**src/rtl/seg_scan_pkg.sv**
```systemverilog
// Shared widths, scan state encoding and the leading-zero helper for the
// seven-segment scan controller.
package seg_scan_pkg;

  localparam int DIGITS = 8;
  localparam int SEL_W  = 3;
  localparam int NIB_W  = 4;
  localparam int DATA_W = 32;

  typedef enum logic {BLANK, SCAN} scan_state_t;

  // True when digit k (k >= 1) and every digit above it are zero.
  function automatic logic lead_zero(input logic [DATA_W-1:0] d,
                                     input logic [SEL_W-1:0]  k);
    logic nz;
    nz = 1'b0;
    for (int j = 0; j < DIGITS; j++) begin
      if (j >= int'(k) && d[NIB_W*j +: NIB_W] != '0) nz = 1'b1;
    end
    return (k != '0) && !nz;
  endfunction

endpackage

```
**src/rtl/seg_prescaler.sv**
```systemverilog
// Digit-hold prescaler: counts 0..DIV-1 and flags the last count as tick.
module seg_prescaler #(
  parameter int DIV = 100000
) (
  input  logic i_clk,
  input  logic i_rst_n,
  input  logic i_clr,
  output logic o_tick
);

  localparam int                CNT_W = $clog2(DIV);
  localparam logic [CNT_W-1:0]  TC    = CNT_W'(DIV - 1);

  logic [CNT_W-1:0] r_cnt;

  assign o_tick = ~i_clr & (r_cnt == TC);

  always_ff @(posedge i_clk or negedge i_rst_n) begin
    if (!i_rst_n) begin
      r_cnt <= '0;
    end else if (i_clr || r_cnt == TC) begin
      r_cnt <= '0;
    end else begin
      r_cnt <= r_cnt + CNT_W'(1);
    end
  end

endmodule

```
**src/rtl/seg_scan_ctrl.sv**
```systemverilog
// Eight-digit hex scan controller with frame-synchronous double buffering.
// Optional LEADING_ZERO_BLANK_EN also blanks leading zero digits above digit 0.
module seg_scan_ctrl
  import seg_scan_pkg::*;
#(
  parameter int DIV = 100000
) (
  input  logic              i_clk,
  input  logic              i_rst_n,
  input  logic              i_en,
  input  logic [DATA_W-1:0] i_data_in,
  input  logic              i_load,
  input  logic [DIGITS-1:0] i_digit_mask,
  output logic [NIB_W-1:0]  o_num,
  output logic [SEL_W-1:0]  o_sel,
  output logic              o_blank,
  output logic              o_commit
);

  localparam logic [SEL_W-1:0] SEL_LAST = SEL_W'(DIGITS - 1);

  scan_state_t        r_state;
  logic [SEL_W-1:0]   r_sel;
  logic [NIB_W-1:0]   r_num;
  logic               r_blank;
  logic               r_commit;
  logic [DATA_W-1:0]  r_display;
  logic [DATA_W-1:0]  r_shadow;
  logic               r_pending;

  logic               w_clr;
  logic               w_tick;
  logic               w_commit;
  logic [DATA_W-1:0]  w_disp_nxt;
  logic [SEL_W-1:0]   w_sel_nxt;
  logic               w_blank_nxt;

  assign w_clr = (r_state == BLANK) | ~i_en;

  seg_prescaler #(.DIV(DIV)) u_prescaler (
    .i_clk   (i_clk),
    .i_rst_n (i_rst_n),
    .i_clr   (w_clr),
    .o_tick  (w_tick)
  );

  // A load landing on the frame boundary bypasses the shadow entirely.
  assign w_commit   = w_tick & (r_sel == SEL_LAST) & (i_load | r_pending);
  assign w_disp_nxt = !w_commit ? r_display : (i_load ? i_data_in : r_shadow);
  assign w_sel_nxt  = (r_state == SCAN) ? r_sel + SEL_W'(1) : '0;

`ifdef LEADING_ZERO_BLANK_EN
  assign w_blank_nxt = ~i_digit_mask[w_sel_nxt] | lead_zero(w_disp_nxt, w_sel_nxt);
`else
  assign w_blank_nxt = ~i_digit_mask[w_sel_nxt];
`endif

  always_ff @(posedge i_clk or negedge i_rst_n) begin
    if (!i_rst_n) begin
      r_state   <= BLANK;
      r_sel     <= '0;
      r_num     <= '0;
      r_blank   <= 1'b1;
      r_commit  <= 1'b0;
      r_display <= '0;
      r_shadow  <= '0;
      r_pending <= 1'b0;
    end else begin
      r_commit  <= w_commit;
      r_display <= w_disp_nxt;
      if (i_load) r_shadow <= i_data_in;
      if (w_commit)    r_pending <= 1'b0;
      else if (i_load) r_pending <= 1'b1;

      case (r_state)
        BLANK: begin
          if (i_en) begin
            r_state <= SCAN;
            r_sel   <= w_sel_nxt;
            r_num   <= w_disp_nxt[NIB_W*w_sel_nxt +: NIB_W];
            r_blank <= w_blank_nxt;
          end else begin
            r_sel   <= '0;
            r_num   <= '0;
            r_blank <= 1'b1;
          end
        end
        SCAN: begin
          if (!i_en) begin
            r_state <= BLANK;
            r_sel   <= '0;
            r_num   <= '0;
            r_blank <= 1'b1;
          end else if (w_tick) begin
            r_sel   <= w_sel_nxt;
            r_num   <= w_disp_nxt[NIB_W*w_sel_nxt +: NIB_W];
            r_blank <= w_blank_nxt;
          end
        end
        default: r_state <= BLANK;
      endcase
    end
  end

  assign o_num    = r_num;
  assign o_sel    = r_sel;
  assign o_blank  = r_blank;
  assign o_commit = r_commit;

endmodule

```
**config.mk**
```make
export PLATFORM = sky130hd
export DESIGN_NAME = seg_scan_ctrl
export DESIGN_NICKNAME = d
export VERILOG_FILES = /design/src/rtl/seg_scan_pkg.sv /design/src/rtl/seg_prescaler.sv /design/src/rtl/seg_scan_ctrl.sv
export SDC_FILE = /design/constraint.sdc
export NUM_CORES = 1
export LEC_CHECK = 0
export ABC_CLOCK_PERIOD_IN_PS = 9100
export CAP_MARGIN = 30
export CORE_ASPECT_RATIO = 1.75
export CORE_MARGIN = 2
export CORE_UTILIZATION = 43
export CTS_CLUSTER_SIZE = 25
export DETAILED_ROUTE_END_ITERATION = 6
export PLACE_DENSITY = 0.65
export SYNTH_ARGS = -nofsm -noshare
export SYNTH_HDL_FRONTEND = slang
export SYNTH_HIERARCHICAL = 1
export SYNTH_SLANG_ARGS = --single-unit
```
**constraint.sdc**
```tcl
create_clock -name i_clk -period 9.1 [get_ports i_clk]
set_clock_uncertainty 0.1 [all_clocks]
set_input_delay 1.82 -clock i_clk [delete_from_list [all_inputs] [get_ports i_clk]]
set_output_delay 1.82 -clock i_clk [all_outputs]
set_load 0.05 [all_outputs]
```
==> impl_metrics.tcl, run 1 <==
set metrics [dict create \
    run_status "finished clean" \
    final_max_slew_viol_count 0 \
    cts_setup_buffers 0 \
    drt-wirelength-per-cell_um 16.3 \
    synthCells 312 \
    grt_max_degree 81 \
    relSlewSlack_pct 43.5 \
    timing.rr.start "u_prescaler/r_cnt[0]" \
    synth_ff_type "dfrtp_1" \
    final_cells 495 \
    min_to "u_prescaler/r_cnt[0]" \
    row_count 47 \
    hold_violations 0 \
    p_leak_nw 2.18 \
    clkTransAtPathRegs_ns 0.06 \
    grt_pass1_wl_mm 13.3 \
    synth_edf_count 0 \
    synth.avg_cell_area_um2 13.1 \
    cts_tree "done" \
    area_growth_syn_to_layout_pct 23.6 \
    syn_nets 359 \
    maxCapViolations 0 \
    min_path_cells 1 \
    ys_ff_latch 92 \
    rsz0062_at_grt "no" \
    ys_seq_area_share_pct 56.5 \
    place_hpwl_mm 5.82 \
    htreeDepth 3 \
    hp-class "reg2reg" \
    hold_start "u_prescaler/r_cnt[0]" \
    numCtsBuffers 9 \
    grt_overflow 0 \
    drt_first_iter_violations 107 \
    yosysWarnings 6 \
    dieWidth_um 77.6 \
    cts.path.max_buffers 2 \
    power_density_mw_per_mm2 178 \
    cp.required_ns 9.21 \
    drtAntennaViolNets 0 \
    firstDrtPassIters 4 \
    ys_types 42 \
    post-synth-top-count-cell "dfrtp_1" \
    endpoint_kind "flip-flop" \
    wl_mm 8.06 \
    fin_nets 415 \
    insertion_delay_ns 0.34 \
    yosys.area.top_type_share_pct 55.9 \
    cp_max_fo 27 \
    min_period_over_period_pct 51.4 \
    netlist_area_mm2 0.00408 \
    die_area_mm2 0.0103 \
    crit_arrival_ns 4.78 \
    io_buffer_count 52 \
    grtUsageTotal_pct 16.9 \
    criticalPathCategory "in2reg" \
    synth_area_leaders "dfrtp_1 56%, mux2_2 12%, mux2_4 4.1%, xnor2_1 3.2%, nor2_1 2.7%" \
    final.setup.tns_ns 0 \
    drive_above_1_share_pct 21.7 \
    fmax_mhz 214 \
    via_per_inst 5.19 \
    initial_core_util_pct 43.6 \
    drc 0 \
    yosys.area.top_type "dfrtp_1" \
    cts_hold_buffers 0 \
    dp_cells 478 \
    cts-root-buf "clkbuf_16" \
    core_mm2 0.00935 \
    start_kind "primary input" \
    vdd_drop_max_v 0.000126 \
    io_pins 53 \
    r2r-end "o_num[0]" \
    gp_congestion 0.830 \
    num_vias 2571 \
    numClockSinks 92 \
    first_global_vias 2665 \
    ctsResizeCount 0 \
    worst_slew_pin_slew_ns 0.844 \
    period_needed_ns 4.68 \
    reg2reg_depth 10 \
    regToRegSetupSlack_ns 5.16 \
    synth_common_cells "91 x dfrtp_1, 44 x mux2_2, 29 x nor2_1" \
    async_flop_share_pct 100 \
    antenna_found_initial 0 \
    setup_viol 0 \
    die_height_um 133 \
    n_antenna_cell 0 \
]
[per-stage QoR]
step	util, %	hold slack [ns]	power (mW)	area (um^2)	setup slack, ns
after detailed placement	50.1	0.379	0.500	4690	4.04
final	53.9	0.392	0.895	5040	4.42
after global placement	49.9	0.363	0.499	4670	3.98
after floorplan	-	0.348	0.466	4080	5.49
after CTS	53.6	0.388	0.904	5010	4.41
after global routing	53.9	0.403	0.930	5040	4.14
[report_power, final]
group          switching (mW)  internal (mW)  total [mW]
clock network           0.154          0.249       0.403
logic                  0.0285         0.0354      0.0639
registers             0.00419          0.424       0.428
total                   0.187          0.709       0.895
[cell type report]
| cell class | count | area, um^2 |
|---|---|---|
| clock buffer | 11 | 243 |
| clock inverter | 5 | 83.8 |
| fill | 797 | 4310 |
| inverter | 9 | 33.8 |
| multi-input combinational | 200 | 1650 |
| sequential | 92 | 2300 |
| tap | 122 | 153 |
| timing repair buffer | 56 | 576 |
[kinds of logic after synthesis]
group                      count (synthesis)  synth area share (%)
muxes                                     68                  19.7
AOI/OAI and AO/OA                         27                  5.09
DFF                                       92                  56.5
buffers and inverters                     20                  3.07
adders and majority gates                  3                 0.921
and+or+nand+nor                           86                  11.3
xor gates and xnor gates                  16                  3.44
[per-layer routing]
metal,global-route usage (%),wire length (um),up-vias
met4,7.54,188,0
li1,-,-,1222
met2,29.4,4460,53
met1,19.8,3170,1284
met3,3.34,238,12
met5,0,0,-
[worst max path at each step]
stage,startpoint,endpoint,slack (ns),cells after the start
5_1_grt,i_en,o_num[2],4.14,10
6_report,i_en,o_num[0],4.42,10
3_3_place_gp,i_en,o_num[1],3.98,9
3_5_place_dp,i_en,o_num[0],4.04,10
2_1_floorplan,i_en,o_num[1],5.49,9
4_1_cts,i_en,o_num[0],4.41,10
[registers in the layout, indices dropped and copies added (netlist names)]
signal,count
o_sel,3
r_pending,1
o_num,4
u_prescaler/r_cnt,17
r_state,1
r_shadow,32
r_display,32
o_commit,1
o_blank,1
[critical path, cell delays in order]
cell	delay, ns
clkdlybuf4s50_1	0.53
and2_1	0.20
inv_2	0.09
nor2_1	0.66
o211ai_4	0.26
buf_12	0.25
mux2_2	0.29
a221o_1	0.32
nor4bb_1	0.29
a21oi_1	0.07
[layout by cell type, fill, tap and decap left out, drive strengths merged, types with 2 or more instances in the layout]
master         Yosys  routed
o21ai              2       2
xnor2             15      15
clkinvlp           0       2
nor2b              8       8
nor3               5       5
ha                 3       3
nor4bb             3       3
clkdlybuf4s50      0      50
clkbuf             0      11
bufinv             0       2
nor4               5       5
nand4bb            2       2
a21oi              8       8
a221o              3       3
a211oi             2       2
mux2i              4       4
inv                9      10
buf               11       6
nand2             12      12
a221oi             7       7
nand3              6       6
nand4              6       6
nor2              29      29
nand2b             4       4
dfrtp             91      91
a22oi              2       2
mux2              64      64
and2               2       2
Note: power is estimated with default switching activity, not from simulation.
==> run 2, diff against run 1 <==
--- a/config.mk
+++ b/config.mk
@@ -5,14 +5,14 @@
 export SDC_FILE = /design/constraint.sdc
 export NUM_CORES = 1
 export LEC_CHECK = 0
-export ABC_CLOCK_PERIOD_IN_PS = 9100
+export ABC_CLOCK_PERIOD_IN_PS = 4040
 export CAP_MARGIN = 30
 export CORE_ASPECT_RATIO = 1.75
 export CORE_MARGIN = 2
 export CORE_UTILIZATION = 43
 export CTS_CLUSTER_SIZE = 25
 export DETAILED_ROUTE_END_ITERATION = 6
-export PLACE_DENSITY = 0.65
+export PLACE_DENSITY = 0.67
 export SYNTH_ARGS = -nofsm -noshare
 export SYNTH_HDL_FRONTEND = slang
 export SYNTH_HIERARCHICAL = 1
==> constraint.sdc (replaced) <==
create_clock -name i_clk -period 4.04 [get_ports i_clk]
set_clock_uncertainty 0.1 [all_clocks]
set_input_delay 0.808 -clock i_clk [delete_from_list [all_inputs] [get_ports i_clk]]
set_output_delay 0.808 -clock i_clk [all_outputs]
set_load 0.05 [all_outputs]
==> run 2 against run 1 <==
Against the previous run: die area stayed put; power up 110%; sequential share of layout area up 0.53 points; flip-flop and latch count unchanged; cell count up 0.40%; worst setup slack worse by 3.7 ns; combinational power is 120% higher; sequential power up 130%; critical endpoint is now o_num[1]; largest power group unchanged.
==> impl_metrics.tcl, run 2 (same netlist as run 1, synthesis figures left out) <==
set metrics [dict create \
    cp_cell_sequence "ha_1 -> nand4_1 -> or4_1 -> nor2_1 -> o211ai_4 -> buf_4 -> mux2_2 -> nor2b_1 -> nor4bb_1 -> a21oi_1" \
    utilization_pct 53.3 \
    fmax_mhz 299 \
    n_antenna_cell 0 \
    timing.rr.start "u_prescaler/r_cnt[0]" \
    cp.required_ns 4.15 \
    io_pins 53 \
    grt_pass1_wl_mm 13.6 \
    min_period_over_period_pct 82.7 \
    worst_slack_ns 0.699 \
    cts_hold_buffers 0 \
    run_status "finished clean" \
    largest_registers "r_display: 32 flops, r_shadow: 32 flops, u_prescaler/r_cnt: 17 flops" \
    endpoint "o_num[1]" \
    place_area_mm2 0.00470 \
    cts-root-buf "clkbuf_16" \
    io_buffer_count 52 \
    grtUsageTotal_pct 17.2 \
    maxCapViolations 0 \
    via_per_inst 5.20 \
    numClockSinks 92 \
    p_total_mw 1.89 \
    htreeDepth 3 \
    hp-class "reg2reg" \
    switchingPower_mw 0.407 \
    cp_slowest_cell "or4_1" \
    final_common_cell "dfrtp_1" \
    clkTransAtPathRegs_ns 0.06 \
    hold_violations 0 \
    cts.path.max_buffers 2 \
    antenna_found_initial 0 \
    setup_viol 0 \
    criticalPathCategory "reg2reg" \
    startpoint "u_prescaler/r_cnt[0]" \
    drt_first_iter_violations 134 \
    final.setup.tns_ns 0 \
    insertion_delay_ns 0.34 \
    regToRegSetupSlack_ns 0.70 \
    period_needed_ns 3.34 \
    first_global_vias 2771 \
    wl_mm 8.25 \
    relSlewSlack_pct 51.0 \
    row_count 47 \
    core_mm2 0.00935 \
    r2r-end "o_num[1]" \
    final_cell_mix "91 x dfrtp_1, 50 x clkdlybuf4s50_1, 44 x mux2_2" \
    grt_max_degree 59 \
    clkPwrFrac_pct 41.3 \
    reg2reg_depth 10 \
    crit_arrival_ns 3.45 \
    start_kind "flip-flop" \
    drt-wirelength-per-cell_um 16.6 \
    vdd_drop_max_v 0.000208 \
    grt_overflow 0 \
    cpPeakStageDelay_ns 0.61 \
    drtAntennaViolNets 0 \
    worst_slew_pin_slew_ns 0.732 \
    p_leak_nw 2.16 \
    final_cells 497 \
    drive_above_1_share_pct 22.1 \
    gp_congestion 0.842 \
    dpl_worst_slack_ns 0.531 \
    die_area_mm2 0.0103 \
    rsz0062_at_grt "no" \
    endpoint_kind "flip-flop" \
    ctsResizeCount 0 \
    place_hpwl_mm 6.06 \
    initial_core_util_pct 43.6 \
    final_max_slew_viol_count 0 \
    fin_nets 418 \
    comb_power_share_pct 7.6 \
    dieWidth_um 77.6 \
    power_density_mw_per_mm2 379 \
    die_height_um 133 \
    drc 0 \
    firstDrtPassIters 4 \
    cts_tree "done" \
    switching_share_pct 21.6 \
    holdWs_ns 0.382 \
    fin_area_mm2 0.00498 \
    area_growth_syn_to_layout_pct 22.2 \
    cts_setup_buffers 0 \
    internal_power_mw 1.48 \
    cp_max_fo 22 \
    numCtsBuffers 9 \
    num_vias 2583 \
    dp_cells 482 \
    p_seq_share_pct 51.1 \
]
-- run 2: changes by cell type in the layout (fill, tap and decap cells not counted), sizes merged --
cell | previous run | this run
inv | 10 | 9
bufinv | 2 | 0
clkinvlp | 2 | 3
buf | 6 | 9
clkbuf | 11 | 12
-- run 2: worst min path at each step --
stage	startpoint	end	slack, ns	depth (start not counted)
6_report	r_shadow[30]	r_shadow[30]	0.38	1
5_1_grt	r_shadow[24]	r_shadow[24]	0.40	1
4_1_cts	r_shadow[30]	r_shadow[30]	0.38	1
3_5_place_dp	r_shadow[30]	r_shadow[30]	0.37	1
3_3_place_gp	r_shadow[28]	r_shadow[28]	0.36	1
2_1_floorplan	r_shadow[28]	r_shadow[28]	0.35	1
-- run 2: critical path: cells and delay by family, from the launching register on --
kind / cells / cell delay (ns)
AOI/OAI and AO/OA: 2 / 0.37
buffers and inverters: 1 / 0.30
adders and majority gates: 1 / 0.22
muxes: 1 / 0.29
and+or+nand+nor: 5 / 1.54
DFF: 1 / 0.38
-- run 2: final cells by class --
class	count	area, um^2
multi-input cells	200	1650
repair buffers	59	566
clock buffers	12	256
fillers	790	4370
flip-flops and latches	92	2300
well taps	122	153
clock inverters	3	22.5
inverters	9	33.8
-- run 2: power groups by stage --
stage	sequential [mW]	combinational, mW	clock, mW
after CTS	0.965	0.147	0.796
after detailed placement	0.982	0.146	0
after floorplan	0.982	0.0677	0
after global placement	0.980	0.144	0
after global routing	0.967	0.157	0.837
final	0.965	0.143	0.779
-- run 2: per-layer routing --
metal	share of wire, %	global-route usage, %
met3	3.0	2.66
met5	0	0
met4	2.8	8.63
met1	40	20.0
met2	55	30.3
==> run 3, diff against run 2 <==
--- a/config.mk
+++ b/config.mk
@@ -5,14 +5,14 @@
 export SDC_FILE = /design/constraint.sdc
 export NUM_CORES = 1
 export LEC_CHECK = 0
-export ABC_CLOCK_PERIOD_IN_PS = 4040
+export ABC_CLOCK_PERIOD_IN_PS = 3300
 export CAP_MARGIN = 30
 export CORE_ASPECT_RATIO = 1.75
 export CORE_MARGIN = 2
 export CORE_UTILIZATION = 43
 export CTS_CLUSTER_SIZE = 25
 export DETAILED_ROUTE_END_ITERATION = 6
-export PLACE_DENSITY = 0.67
+export PLACE_DENSITY = 0.65
 export SYNTH_ARGS = -nofsm -noshare
 export SYNTH_HDL_FRONTEND = slang
 export SYNTH_HIERARCHICAL = 1
==> constraint.sdc (replaced) <==
create_clock -name i_clk -period 3.3 [get_ports i_clk]
set_clock_uncertainty 0.1 [all_clocks]
set_input_delay 0.66 -clock i_clk [delete_from_list [all_inputs] [get_ports i_clk]]
set_output_delay 0.66 -clock i_clk [all_outputs]
set_load 0.05 [all_outputs]
==> run 3 against run 2 <==
Against the previous run: combinational power up 26%; routed wire length up 3.4%; design area is 3.6% higher; sequential share of layout area fell by 1.6 points; hold slack lost 0.071 ns; largest power group is now the clock network.
==> impl_metrics.tcl, run 3 (same netlist as run 1, synthesis figures left out) <==
set metrics [dict create \
    run_status "finished clean" \
    numClockSinks 92 \
    dpl_worst_slack_ns 0.0649 \
    cp_cell_sequence "or4b_1 -> or4_1 -> nor2_1 -> o211ai_4 -> buf_4 -> mux2_2 -> a221oi_1 -> and3_1 -> a31oi_1" \
    setup_viol 0 \
    start_kind "flip-flop" \
    endpoint "o_num[3]" \
    firstDrtPassIters 4 \
    r2r-end "o_num[3]" \
    fmax_mhz 320 \
    fin_nets 429 \
    path_buf_inv 1 \
    rsz0062_at_grt "no" \
    use_met3_pct 3.55 \
    io_pins 53 \
    place_hpwl_mm 6.15 \
    regToRegSetupSlack_ns 0.18 \
    cp_slowest_cell "or4b_1" \
    gr-usage-met2_pct 32.6 \
    wl_mm 8.53 \
    place_area_mm2 0.00477 \
    drtAntennaViolNets 0 \
    grtUsageTotal_pct 18.1 \
    grt.busiest_layer "met2" \
    power_density_mw_per_mm2 502 \
    ctsResizeCount 0 \
    grt_pass1_wl_mm 14.4 \
    core_mm2 0.00935 \
    drt_first_iter_violations 168 \
    hp-class "in2async" \
    io_buffer_count 52 \
    insertion_delay_ns 0.33 \
    cpPeakStageDelay_ns 0.50 \
    fin_area_mm2 0.00516 \
    die_height_um 133 \
    cts_tree "done" \
    final_cell_mix "91 x dfrtp_1, 50 x clkdlybuf4s50_1, 44 x mux2_2" \
    startpoint "u_prescaler/r_cnt[13]" \
    grt_overflow 0 \
    area_growth_syn_to_layout_pct 26.6 \
    clkTransAtPathRegs_ns 0.06 \
    die_area_mm2 0.0103 \
    cp_num_cells 9 \
    worst_slew_pin_slew_ns 0.800 \
    num_vias 2646 \
    min_period_over_period_pct 94.7 \
    gp_congestion 0.829 \
    htreeDepth 3 \
    cp_max_fo 10 \
    drc 0 \
    worst_slack_ns 0.176 \
    criticalPathCategory "reg2reg" \
    row_count 47 \
    crit_arrival_ns 3.23 \
    cp.required_ns 3.41 \
    grt_max_degree 63 \
    reg2reg_depth 9 \
    vdd_drop_max_v 0.000271 \
    first_global_vias 2850 \
    cp_top_family "simple AND/OR/NAND/NOR gates" \
    largest_registers "r_display: 32 flops, r_shadow: 32 flops, u_prescaler/r_cnt: 17 flops" \
    period_needed_ns 3.12 \
    maxCapViolations 0 \
    drive_above_1_share_pct 24.6 \
    final_common_cell "dfrtp_1" \
    cts.path.max_buffers 2 \
    relSlewSlack_pct 46.7 \
    p_leak_nw 2.26 \
    initial_core_util_pct 43.6 \
    endpoint_kind "flip-flop" \
    via_per_inst 5.21 \
    hold_violations 0 \
    numCtsBuffers 9 \
    final.setup.tns_ns 0 \
    grt_use_met1_pct 21.0 \
    drt-wirelength-per-cell_um 16.8 \
    n_antenna_cell 0 \
    cts-root-buf "clkbuf_16" \
    cts_hold_buffers 0 \
    antenna_found_initial 0 \
    final_max_slew_viol_count 0 \
    dieWidth_um 77.6 \
    timing.rr.start "u_prescaler/r_cnt[13]" \
]
run 3: cell count changes in the layout (fill, tap and decap cells not counted), sizes merged:
cell      change
buf          +11
bufinv        +4
clkbuf        -3
clkinvlp      -2
inv           +1
run 3: worst register-to-register path, stage by stage, from the launching register on:
cell	delay (ns)
dfrtp_1	0.42
or4b_1	0.50
or4_1	0.46
nor2_1	0.25
o211ai_4	0.21
buf_4	0.24
mux2_2	0.29
a221oi_1	0.27
and3_1	0.20
a31oi_1	0.05
run 3: worst min path at each step:
stage               cells after the start           end          from  slack (ns)
global placement                        1  r_shadow[28]  r_shadow[28]        0.36
detailed placement                      1  r_shadow[28]  r_shadow[28]        0.37
finish                                  1  r_shadow[23]       i_rst_n        0.31
CTS                                     1  r_shadow[23]       i_rst_n        0.35
global route                            1   r_shadow[6]       i_rst_n        0.38
floorplan                               0      o_commit       i_rst_n        0.26
run 3: repair_timing:
action / CTS / global route
buffers inserted: 0 / 4
endpoints found under the hold margin: 0 / 0
endpoints found under the setup margin: 0 / 3
run 3: power by group:
| part | total (mW) | switching, mW | leakage (nW) | internal, mW |
|---|---|---|---|---|
| registers | 1.18 | 0.0117 | 1.20 | 1.17 |
| logic | 0.180 | 0.0814 | 0.888 | 0.0987 |
| clock network | 1.23 | 0.415 | 0.172 | 0.815 |
| total | 2.59 | 0.508 | 2.26 | 2.08 |
run 3: layer usage:
metal  part of all wire [%]  wire length (um)
met2                     56              4780
met1                     39              3360
met3                    3.0               257
met5                      0                 0
met4                    1.6               138
run 3: per-stage QoR:
step | std cells | hold slack, ns | total power [mW] | utilization (%)
2_1_floorplan | 312 | 0.264 | 1.28 | -
5_1_grt | 508 | 0.376 | 2.70 | 55.2
6_report | 508 | 0.311 | 2.59 | 55.2
3_5_place_dp | 489 | 0.366 | 1.39 | 51.0
3_3_place_gp | 489 | 0.360 | 1.38 | 51.0
4_1_cts | 504 | 0.345 | 2.62 | 54.9
run 3: cell type report:
cell class / count / area, um^2
multi-input cells: 200 / 1650
well taps: 122 / 153
clock buffers: 9 / 225
inverters: 9 / 33.8
clock inverters: 6 / 136
repair buffers: 70 / 661
fillers: 785 / 4190
flip-flops and latches: 92 / 2300
